## src/rtl/alu_sequencer_if.sv

```systemverilog
// Bundle of the sequencer's run-control, instruction-memory, ALU and host
// register-file signals. The sequencer uses the master view; the
// surrounding system (memory, ALU, host) uses the slave view.
interface alu_sequencer_if #(
  parameter int PC_W = 8
);
  logic            start;
  logic [PC_W-1:0] start_pc;
  logic            busy;
  logic            done;
  logic            pc_ovf;
  logic [PC_W-1:0] imem_addr;
  logic [15:0]     imem_data;
  logic [2:0]      alu_opcode;
  logic [11:0]     alu_op1;
  logic [11:0]     alu_op2;
  logic [11:0]     alu_result;
  logic            cfg_we;
  logic [2:0]      cfg_addr;
  logic [11:0]     cfg_wdata;
  logic [11:0]     cfg_rdata;

  modport master (
    input  start, start_pc, imem_data, alu_result, cfg_we, cfg_addr, cfg_wdata,
    output busy, done, pc_ovf, imem_addr, alu_opcode, alu_op1, alu_op2, cfg_rdata
  );

  modport slave (
    output start, start_pc, imem_data, alu_result, cfg_we, cfg_addr, cfg_wdata,
    input  busy, done, pc_ovf, imem_addr, alu_opcode, alu_op1, alu_op2, cfg_rdata
  );
endinterface

```

## src/rtl/alu_sequencer.sv

```systemverilog
// Multi-cycle control unit for a shared 12-bit ALU. Fetches 16-bit
// instructions, reads operands from an 8x12 register file, drives the ALU
// during EXEC and writes the latched result back in WB. Outputs are
// registered and set on the transition into the state that shows them.
module alu_sequencer #(
  parameter int PC_W = 8
) (
  input  logic                clk_i,
  input  logic                rst_i,
  alu_sequencer_if.master     seq_io
);

  typedef enum logic [2:0] {
    ST_IDLE   = 3'd0,
    ST_FETCH  = 3'd1,
    ST_DECODE = 3'd2,
    ST_EXEC   = 3'd3,
    ST_WB     = 3'd4,
    ST_FIN    = 3'd5
  } state_e;

  state_e          state_q;
  logic [PC_W-1:0] pc_q;
  logic [15:0]     ir_q;
  logic [11:0]     res_q;
  logic [11:0]     regs_q [8];
  logic            busy_q;
  logic            done_q;
  logic            pc_ovf_q;
  logic [2:0]      alu_opcode_q;
  logic [11:0]     alu_op1_q;
  logic [11:0]     alu_op2_q;

  logic [PC_W-1:0] pc_inc_d;
  logic            pc_last_d;
  logic [2:0]      dec_op_d;
  logic [2:0]      dec_rs1_d;
  logic [2:0]      dec_rs2_d;
  logic            dec_halt_d;
  logic            unused_ir_s;

  // Decode the incoming instruction word and the next program counter.
  always_comb begin
    pc_inc_d   = pc_q + {{(PC_W-1){1'b0}}, 1'b1};
    pc_last_d  = &pc_q;
    dec_op_d   = seq_io.imem_data[15:13];
    dec_rs1_d  = seq_io.imem_data[9:7];
    dec_rs2_d  = seq_io.imem_data[6:4];
    dec_halt_d = (seq_io.imem_data[15:13] == 3'b000) && seq_io.imem_data[0];
  end

  // Only opcode and rd of the held instruction are needed after decode.
  assign unused_ir_s = ^ir_q[9:0];

  // Sequencer FSM, register file and all registered outputs.
  always_ff @(posedge clk_i) begin
    if (rst_i) begin
      state_q      <= ST_IDLE;
      pc_q         <= {PC_W{1'b0}};
      ir_q         <= 16'h0000;
      res_q        <= 12'h000;
      busy_q       <= 1'b0;
      done_q       <= 1'b0;
      pc_ovf_q     <= 1'b0;
      alu_opcode_q <= 3'b000;
      alu_op1_q    <= 12'h000;
      alu_op2_q    <= 12'h000;
      for (int i = 0; i < 8; i++) begin
        regs_q[i] <= 12'h000;
      end
    end else begin
      // ALU drive and done are single-state outputs; cleared unless set below.
      done_q       <= 1'b0;
      alu_opcode_q <= 3'b000;
      alu_op1_q    <= 12'h000;
      alu_op2_q    <= 12'h000;
      case (state_q)
        ST_IDLE: begin
          if (seq_io.cfg_we) begin
            regs_q[seq_io.cfg_addr] <= seq_io.cfg_wdata;
          end
          if (seq_io.start) begin
            pc_q     <= seq_io.start_pc;
            pc_ovf_q <= 1'b0;
            busy_q   <= 1'b1;
            state_q  <= ST_FETCH;
          end else begin
            busy_q  <= 1'b0;
            state_q <= ST_IDLE;
          end
        end
        ST_FETCH: begin
          state_q <= ST_DECODE;
        end
        ST_DECODE: begin
          ir_q <= seq_io.imem_data;
          if (dec_halt_d) begin
            done_q  <= 1'b1;
            state_q <= ST_FIN;
          end else begin
            // Operands are read here, after any prior WB, so no hazard exists.
            alu_opcode_q <= dec_op_d;
            alu_op1_q    <= regs_q[dec_rs1_d];
            alu_op2_q    <= regs_q[dec_rs2_d];
            state_q      <= ST_EXEC;
          end
        end
        ST_EXEC: begin
          res_q   <= seq_io.alu_result;
          state_q <= ST_WB;
        end
        ST_WB: begin
          if (ir_q[15:13] != 3'b000) begin
            regs_q[ir_q[12:10]] <= res_q;
          end
          pc_q <= pc_inc_d;
          if (pc_last_d) begin
            pc_ovf_q <= 1'b1;
            done_q   <= 1'b1;
            state_q  <= ST_FIN;
          end else begin
            state_q <= ST_FETCH;
          end
        end
        ST_FIN: begin
          busy_q  <= 1'b0;
          state_q <= ST_IDLE;
        end
        default: begin
          busy_q  <= 1'b0;
          state_q <= ST_IDLE;
        end
      endcase
    end
  end

  assign seq_io.busy       = busy_q;
  assign seq_io.done       = done_q;
  assign seq_io.pc_ovf     = pc_ovf_q;
  assign seq_io.imem_addr  = pc_q;
  assign seq_io.alu_opcode = alu_opcode_q;
  assign seq_io.alu_op1    = alu_op1_q;
  assign seq_io.alu_op2    = alu_op2_q;
  assign seq_io.cfg_rdata  = regs_q[seq_io.cfg_addr];

endmodule
```

## src/flat_wrapper.sv

```systemverilog
// flat-port wrapper written by rule: the top's interface ports become plain ports
module alu_sequencer_flat 
#(
  parameter int PC_W = 8
)
  (clk_i, rst_i, seq_io_start, seq_io_start_pc, seq_io_imem_data, seq_io_alu_result, seq_io_cfg_we, seq_io_cfg_addr, seq_io_cfg_wdata, seq_io_busy, seq_io_done, seq_io_pc_ovf, seq_io_imem_addr, seq_io_alu_opcode, seq_io_alu_op1, seq_io_alu_op2, seq_io_cfg_rdata);
  alu_sequencer_if #(.PC_W(PC_W)) seq_io_i ();
  input  logic clk_i;
  input  logic rst_i;
  input wire logic [$bits(seq_io_i.start)-1:0] seq_io_start;
  input wire logic [$bits(seq_io_i.start_pc)-1:0] seq_io_start_pc;
  input wire logic [$bits(seq_io_i.imem_data)-1:0] seq_io_imem_data;
  input wire logic [$bits(seq_io_i.alu_result)-1:0] seq_io_alu_result;
  input wire logic [$bits(seq_io_i.cfg_we)-1:0] seq_io_cfg_we;
  input wire logic [$bits(seq_io_i.cfg_addr)-1:0] seq_io_cfg_addr;
  input wire logic [$bits(seq_io_i.cfg_wdata)-1:0] seq_io_cfg_wdata;
  output wire logic [$bits(seq_io_i.busy)-1:0] seq_io_busy;
  output wire logic [$bits(seq_io_i.done)-1:0] seq_io_done;
  output wire logic [$bits(seq_io_i.pc_ovf)-1:0] seq_io_pc_ovf;
  output wire logic [$bits(seq_io_i.imem_addr)-1:0] seq_io_imem_addr;
  output wire logic [$bits(seq_io_i.alu_opcode)-1:0] seq_io_alu_opcode;
  output wire logic [$bits(seq_io_i.alu_op1)-1:0] seq_io_alu_op1;
  output wire logic [$bits(seq_io_i.alu_op2)-1:0] seq_io_alu_op2;
  output wire logic [$bits(seq_io_i.cfg_rdata)-1:0] seq_io_cfg_rdata;
  assign seq_io_i.start = seq_io_start;
  assign seq_io_i.start_pc = seq_io_start_pc;
  assign seq_io_i.imem_data = seq_io_imem_data;
  assign seq_io_i.alu_result = seq_io_alu_result;
  assign seq_io_i.cfg_we = seq_io_cfg_we;
  assign seq_io_i.cfg_addr = seq_io_cfg_addr;
  assign seq_io_i.cfg_wdata = seq_io_cfg_wdata;
  assign seq_io_busy = seq_io_i.busy;
  assign seq_io_done = seq_io_i.done;
  assign seq_io_pc_ovf = seq_io_i.pc_ovf;
  assign seq_io_imem_addr = seq_io_i.imem_addr;
  assign seq_io_alu_opcode = seq_io_i.alu_opcode;
  assign seq_io_alu_op1 = seq_io_i.alu_op1;
  assign seq_io_alu_op2 = seq_io_i.alu_op2;
  assign seq_io_cfg_rdata = seq_io_i.cfg_rdata;
  alu_sequencer #(.PC_W(PC_W)) u_core (.clk_i(clk_i), .rst_i(rst_i), .seq_io(seq_io_i));
endmodule
```

## config.mk

```make
export PLATFORM = sky130hd
export DESIGN_NAME = alu_sequencer_flat
export DESIGN_NICKNAME = d
export VERILOG_FILES = /design/src/rtl/alu_sequencer_if.sv /design/src/rtl/alu_sequencer.sv /design/src/flat_wrapper.sv
export SDC_FILE = /design/constraint.sdc
export NUM_CORES = 1
export LEC_CHECK = 0
export CORE_UTILIZATION = 56
export CTS_CLUSTER_DIAMETER = 100
export DETAILED_ROUTE_END_ITERATION = 7
export PLACE_DENSITY_LB_ADDON = 0.15
export SLEW_MARGIN = 20
export SYNTH_ARGS = -nofsm -noshare
export SYNTH_HDL_FRONTEND = slang
export SYNTH_SLANG_ARGS = --single-unit
export TNS_END_PERCENT = 30
```

## constraint.sdc

```tcl
create_clock -name clk_i -period 4.2 [get_ports clk_i]
set_clock_uncertainty 0.1 [all_clocks]
set_input_delay 1.26 -clock clk_i [delete_from_list [all_inputs] [get_ports clk_i]]
set_output_delay 1.26 -clock clk_i [all_outputs]
set_load 0.01 [all_outputs]
```

======== Yosys cells after proc, flatten, opt, wreduce, memory -nomap -nowiden ========
Memories as Yosys holds them, arrays and structs flattened. A register that Yosys moved wholly into a read port is not among the register bits.
Cells that the tools add are included.
operators by class
  add/subtract/negate cells ............... 1
  equality and inequality tests ........... 6
  multiplexer cells ....................... 30
  bitwise operators ....................... 1
  reduce and logical (&&, ||, !) cells .... 12
operator list
  operator                                                                  count
  12-bit two-way mux                                                        2
  12-bit OR reduction                                                       2
  1-bit two-way mux                                                         18
  8-bit case mux with 2 select lines                                        1
  3-bit case mux with 5 select lines                                        1
  3-bit two-way mux                                                         4
  8-bit by 1-bit adder with 8-bit output (second input constant)            1
  8-bit two-way mux                                                         1
  8-bit AND reduction                                                       1
  3-bit by 2-bit equality test with 1-bit output (second input constant)    2
  3-bit logical NOT                                                         2
  1-bit case mux with 2 select lines                                        3
  4-bit OR reduction                                                        1
  3-bit by 1-bit equality test with 1-bit output (second input constant)    1
  3-bit equality test (second input constant)                               1
  3-bit AND reduction                                                       1
  3-bit nonzero test                                                        1
  3-bit OR reduction                                                        1
  2-bit by 1-bit inequality test with 1-bit output (second input constant)  1
  2-bit inequality test (second input constant)                             1
  2-bit AND reduction                                                       1
  2-bit nonzero test                                                        1
  1-bit logical AND                                                         1
  1-bit NOT                                                                 1
storage, ports and cells
  bits in registers ....................... 45
  memory bits (writable) .................. 96
  input port bits ......................... 55
  output and inout bits ................... 50
  memories kept ........................... 1
memory list
  name           depth  width  read ports  clocked after memory_dff  write ports  line                 source
  u_core.regs_q  8      12     3           2                         8            alu_sequencer.sv:26  logic [11:0] regs_q [8];

======== Depth between registers and ports, before layout ========
Gate-level depths: netlist of the first run.
  depth in word-level cells ............... 7
  mapped depth ............................ 7
  mapped depth without buffers ............ 5

======== Worst setup path after synthesis of the first run ========
No wires, ideal clock.
  kind .................................... input to output
  from .................................... in seq_io_cfg_addr[0]
  to ...................................... out seq_io_cfg_rdata[0]
  data arrival time ....................... 2.565 ns
  data required time ...................... 2.840 ns
  path slack .............................. 0.275 ns
  stages on the path ...................... 4
  cell sequence ........................... buf_2 buf_2 mux4_2 mux2_2
on the way
  word-level cells in the longest chain between the ends .. 1
ends and longest elaborated chain
  what                line                source
  start: declaration  flat_wrapper.sv:15  input wire logic [$bits(seq_io_i.cfg_addr)-1:0] seq_io_cfg_addr;
  memory 8 x 12 bit   n/a
  end: declaration    flat_wrapper.sv:24  output wire logic [$bits(seq_io_i.cfg_rdata)-1:0] seq_io_cfg_rdata;
Every way passes these cells.

======== Worst setup path in the final report of the first run ========
  from .................................... in seq_io_cfg_addr[2]
  to ...................................... out seq_io_cfg_rdata[0]
Same word-level chain as after synthesis.

==> results of run 1 <==
==> worst paths after layout <==
path	to	from	slack [ps]
max	seq_io_cfg_rdata[0]	seq_io_cfg_addr[2]	130
min reg2reg	u_core.res_q[0]$_SDFFE_PP0P_	u_core.res_q[0]$_SDFFE_PP0P_	350
min	u_core.res_q[0]$_SDFFE_PP0P_	u_core.res_q[0]$_SDFFE_PP0P_	350
max reg2reg	u_core.regs_q[7][6]$_SDFFCE_PN0P_	u_core.state_q[2]$_SDFF_PP0_	1140
==> logic make-up after synthesis <==
| group | share of synthesized area (%) |
|---|---|
| simple gates | 12.3 |
| mux | 28.6 |
| buf+inv | 3.13 |
| fa+ha+maj | 0.157 |
| flops | 50.9 |
| compound gates | 4.95 |
==> through the flow <==
stage	setup slack [ps]	total power [mW]	hold slack (ps)
2_1_floorplan	275	2.05	336
3_3_place_gp	-259	2.24	345
3_5_place_dp	-263	2.25	347
4_1_cts	15.7	3.79	355
5_1_grt	76.8	3.90	373
6_report	127	3.78	353
==> sequential cells by signal, indices dropped and copies added (netlist names) <==
signal	flops
u_core.seq_io.alu_op2	12
u_core.seq_io.done	1
u_core.seq_io.imem_addr	8
u_core.seq_io.busy	1
u_core.state_q	3
u_core.regs_q	96
u_core.seq_io.alu_opcode	3
u_core.seq_io.pc_ovf	1
u_core.ir_q	6
u_core.res_q	12
u_core.seq_io.alu_op1	12
==> metal layers <==
| metal | track usage, % | vias up | part of all wire, % |
|---|---|---|---|
| met3 | 8.36 | 40 | 7.6 |
| li1 | - | 2486 | - |
| met5 | 0 | - | 0 |
| met1 | 36.4 | 2762 | 39 |
| met2 | 47.5 | 291 | 51 |
| met4 | 11.2 | 0 | 2.4 |
==> synth_stat cells (all sizes together) (2+ instances only) <==
cell type  number  area share (%)
nor2          139             6.5
nor3           10            0.83
a21oi          26             1.6
or3b            3            0.33
mux2i          42             6.6
buf            26             1.9
dfxtp          59              15
and3            2            0.16
nand2b         10            0.78
nor2b           4            0.31
and2            4            0.31
mux2           12             1.7
nand2          24             1.2
a32oi           8             1.6
nand3          14            0.88
inv             4            0.19
clkbuf         23             1.1
nor4            3            0.23
nor4b           2            0.41
a211oi          4            0.38
mux4           72              20
edfxtp         96              36
o21ai           6            0.38
==> power by group <==
| group | leakage (nW) | total (mW) | internal [mW] | switching, mW |
|---|---|---|---|---|
| Sequential | 1.47 | 1.73 | 1.68 | 0.0561 |
| Combinational | 1.85 | 0.488 | 0.260 | 0.229 |
| Clock | 0.298 | 1.55 | 0.975 | 0.579 |
| Total | 3.62 | 3.78 | 2.91 | 0.863 |
==> repair_timing <==
item                       4_1_cts  5_1_grt
gates resized for setup         14        3
setup endpoints to repair       12        3
cloned                           1        0
setup buffers                    0        3
==> tightest hold or removal path, delay by kind of cell (launching register included) <==
kind               cells  cell delay (ps)
DFF                    1              310
and+or+nand+nor        1               50
AOI/OAI and AO/OA      1               50
==> final cells by class <==
cell class | count | area (sq um) | area share [%]
Clock buffer | 26 | 522 | 5.26
Clock inverter | 6 | 80.1 | 0.808
Inverter | 4 | 15.0 | 0.151
Multi-Input combinational cell | 398 | 3670 | 37.1
Sequential cell | 155 | 4060 | 41.0
Tap cell | 180 | 225 | 2.27
Timing Repair Buffer | 132 | 1330 | 13.5
==> flow_summary.yaml, run 1 <==
sta:
  fin_setup_tns_ps: 0
  timing.fmax_mhz: 246
  finalCritPeriodShare_pct: 97.0
  worstMarginPinSlew_ps: 997
  setup_viol: 0
  hold_viol: 0
  slew_headroom_pct: 33.3
  rsz0062_at_grt: "no"
  report.final.slew_viol_count: 0
  period_needed_ps: 4070
worst_setup_path:
  critical_path_buf_inv_count: 4
  cpLargestDelayFamily: "buffers and inverters"
  critPathMaxFanout: 11
  crit_arrival_ps: 2710
  cp_num_cells: 5
  startpoint_type: "input port"
  critPathMaxStageDelay_ps: 510
  required_ps: 2840
  critPathSlowestCell: "clkdlybuf4s50_1"
  criticalPathCategory: "in -> out"
  r2r_cells: 4
  crit_chain: "clkdlybuf4s50_1 > buf_12 > buf_4 > mux2_2 > dlygate4sd2_1"
  end_kind: "output pin"
global_route:
  first_global_vias: 5564
  grt_first_pass_wirelength_um: 30900
  antenna_found_initial: 0
  grt-ovfl-total: 0
  track_usage_pct: 29.0
  grt_start_max_net_pins: 43
layout:
  layout_commonest_cell: "nor2_1"
  drive_gt1_share_pct: 23.6
  stdcell_area_sq_um: 9910
  diodes: 0
  postLayoutCoreUtil_pct: 71.4
  layout_common_cells: "nor2_1, edfxtp_1, clkdlybuf4s50_1"
  n_fill_cell: 947
  area_growth_pct: 24.1
  finalNetCount: 764
  fin_cells: 901
routing:
  routed_wl_um: 19900
  avgViaCountPerCell: 6.19
  antenna_left: 0
  drc: 0
  routed-via-count: 5579
  post_drt_wl_per_cell_um: 22.1
  initialDrtViolationCount: 484
  firstDrtPassIters: 5
floorplanning:
  rows: 43
  initial_core_util_pct: 57.6
  core_sq_um: 13900
  dieArea_sq_um: 14700
  dieWidth_um: 121
  die_y_um: 121
  num_io_pins: 105
clocking:
  clockBufferDepth: 2
  ctsRootBufferMaster: "clkbuf_16"
  cts_tree: "done"
  htreeDepth: 4
  cts_buffers: 17
  cts.sinks: 155
  clkLatencyLatePin_ps: 420
  hold_buffers: 0
  clkTransAtPathRegs_ps: 60
synth:
  ys_seq_area_share_pct: 50.9
  async_reset_ff_share_pct: 0
  synth_seq_cells: 155
  syn-num-nets: 662
  ys_types: 48
  synth_warnings: 0
  synth_edf_count: 96
  ys.flop_type: "edfxtp_1"
  postSynthCellCount: 606
  syn_area_per_cell_sq_um: 13.2
  netlist_area_sq_um: 7990
power_and_ir_drop:
  cellPowerDensity_nw_per_um2: 381
  ir_drop_mv: 0.274
  p_leak_nw: 3.62
job:
  maxCapViolCount: 0
placed_design:
  dpl.cell_count: 865
  place_area_sq_um: 9260
  gp_congestion: 0.834
  hpwl_um: 12900
  numPortBuffers: 101
outcome:
  status: "finished, final reports clean"
min_path:
  holdPathStages: 2
  hold_class: "reg -> reg"
Power figures use the tool's default switching activity.
==> inputs of run 2 (changes only) <==
--- a/config.mk
+++ b/config.mk
@@ -6,11 +6,10 @@
 export NUM_CORES = 1
 export LEC_CHECK = 0
 export CORE_UTILIZATION = 56
-export CTS_CLUSTER_DIAMETER = 100
+export CTS_CLUSTER_DIAMETER = 50
 export DETAILED_ROUTE_END_ITERATION = 7
 export PLACE_DENSITY_LB_ADDON = 0.15
 export SLEW_MARGIN = 20
 export SYNTH_ARGS = -nofsm -noshare
 export SYNTH_HDL_FRONTEND = slang
 export SYNTH_SLANG_ARGS = --single-unit
-export TNS_END_PERCENT = 30
==> flow_summary.yaml, run 2 (same netlist as run 1, synthesis figures left out) <==
sta:
  rsz0062_at_grt: "no"
  report.final.slew_viol_count: 0
  fin_setup_tns_ps: 0
  setup_viol: 0
  period_needed_ps: 4070
  hold_viol: 0
  timing.fmax_mhz: 246
  worstMarginPinSlew_ps: 997
  finalCritPeriodShare_pct: 97.0
  slew_headroom_pct: 33.3
worst_setup_path:
  startpoint_type: "input port"
  crit_arrival_ps: 2710
  critPathSlowestCell: "clkdlybuf4s50_1"
  criticalPathCategory: "in -> out"
  critPathMaxStageDelay_ps: 510
  critPathMaxFanout: 11
  required_ps: 2840
  crit_chain: "clkdlybuf4s50_1 > buf_12 > buf_4 > mux2_2 > dlygate4sd2_1"
  end_kind: "output pin"
clocking:
  cts_buffers: 17
  clockBufferDepth: 2
  cts_tree: "done"
  clkLatencyLatePin_ps: 420
  hold_buffers: 0
  clkTransAtPathRegs_ps: 60
  ctsRootBufferMaster: "clkbuf_16"
  htreeDepth: 4
  cts.sinks: 155
power_and_ir_drop:
  p_sw_uw: 863
  seqPwrFrac_pct: 45.9
  ir_drop_mv: 0.274
  intPower_mw: 2.91
  p_leak_nw: 3.62
  comb_power_share_pct: 12.9
  switching_share_pct: 22.9
  p_clk_share_pct: 41.1
  cellPowerDensity_nw_per_um2: 381
global_route:
  grt_start_max_net_pins: 43
  grt-ovfl-total: 0
  antenna_found_initial: 0
  met1_usage_pct: 36.4
  first_global_vias: 5564
  use_met3_pct: 8.36
  grtUsageMet2_pct: 47.5
  track_usage_pct: 29.0
  grt_first_pass_wirelength_um: 30900
  grt.busiest_layer: "met2"
routing:
  avgViaCountPerCell: 6.19
  routed_wl_um: 19900
  initialDrtViolationCount: 484
  antenna_left: 0
  post_drt_wl_per_cell_um: 22.1
  firstDrtPassIters: 5
  drc: 0
  routed-via-count: 5579
placed_design:
  numPortBuffers: 101
  gp_congestion: 0.834
  place_area_sq_um: 9260
  hpwl_um: 12900
floorplanning:
  dieArea_sq_um: 14700
  num_io_pins: 105
  core_sq_um: 13900
  dieWidth_um: 121
  rows: 43
  initial_core_util_pct: 57.6
  die_y_um: 121
job:
  maxCapViolCount: 0
layout:
  area_growth_pct: 24.1
  finalNetCount: 764
  n_fill_cell: 947
  stdcell_area_sq_um: 9910
  layout_common_cells: "nor2_1, edfxtp_1, clkdlybuf4s50_1"
  diodes: 0
  regMostFlops: "u_core.regs_q"
  layout_commonest_cell: "nor2_1"
  drive_gt1_share_pct: 23.6
  largest_reg_flops: 96
min_path:
  hold_class: "reg -> reg"
outcome:
  status: "finished, final reports clean"
[run 2: cell counts in the layout (fill, tap and decap cells not counted)]
Identical to the previous run, type by type.
[run 2: worst max-delay path, delay by kind of cell]
kind | cells | cell delay [ps]
buf+inv | 4 | 1110
mux | 1 | 340
[run 2: repair_timing]
item,in CTS,in global routing
buffers inserted,0,3
resized for setup,14,3
gates cloned,1,0
setup endpoints to repair,12,3
[run 2: metrics by stage]
step	power (mW)	util [%]	worst slack (ps)	cells	hold slack [ps]
after floorplan	2.05	-	275	606	336
after detailed placement	2.25	66.7	-263	865	347
after global routing	3.90	71.4	76.8	901	373
after global placement	2.24	66.7	-259	865	345
after CTS	3.79	71.2	15.7	898	355
final	3.78	71.4	127	901	353
[run 2: power groups by stage]
stage / Sequential (mW) / Clock [mW] / Combinational (mW)
global placement: 1.76 / 0 / 0.482
CTS: 1.73 / 1.57 / 0.489
detailed placement: 1.76 / 0 / 0.488
finish: 1.73 / 1.55 / 0.488
global route: 1.74 / 1.64 / 0.519
floorplan: 1.75 / 0 / 0.299
[run 2: metal layers]
layer	part of all wire [%]	wire length (um)
met3	7.6	1500
met5	0	0
met4	2.4	475
met1	39	7830
met2	51	10100
[run 2: cell type report]
class                           instances  area [sq um]  share of cell area (%)
Timing Repair Buffer                  132          1330                    13.5
Inverter                                4          15.0                   0.151
Sequential cell                       155          4060                    41.0
Clock buffer                           26           522                    5.26
Clock inverter                          6          80.1                   0.808
Multi-Input combinational cell        398          3670                    37.1
Tap cell                              180           225                    2.27
[run 2: final timing paths]
kind                                 from                                end  slack (ps)  cells past startpoint
max                    seq_io_cfg_addr[2]                seq_io_cfg_rdata[0]         130                      5
min          u_core.res_q[0]$_SDFFE_PP0P_       u_core.res_q[0]$_SDFFE_PP0P_         350                      2
min reg2reg  u_core.res_q[0]$_SDFFE_PP0P_       u_core.res_q[0]$_SDFFE_PP0P_         350                      2
max reg2reg  u_core.state_q[2]$_SDFF_PP0_  u_core.regs_q[7][6]$_SDFFCE_PN0P_        1140                      4
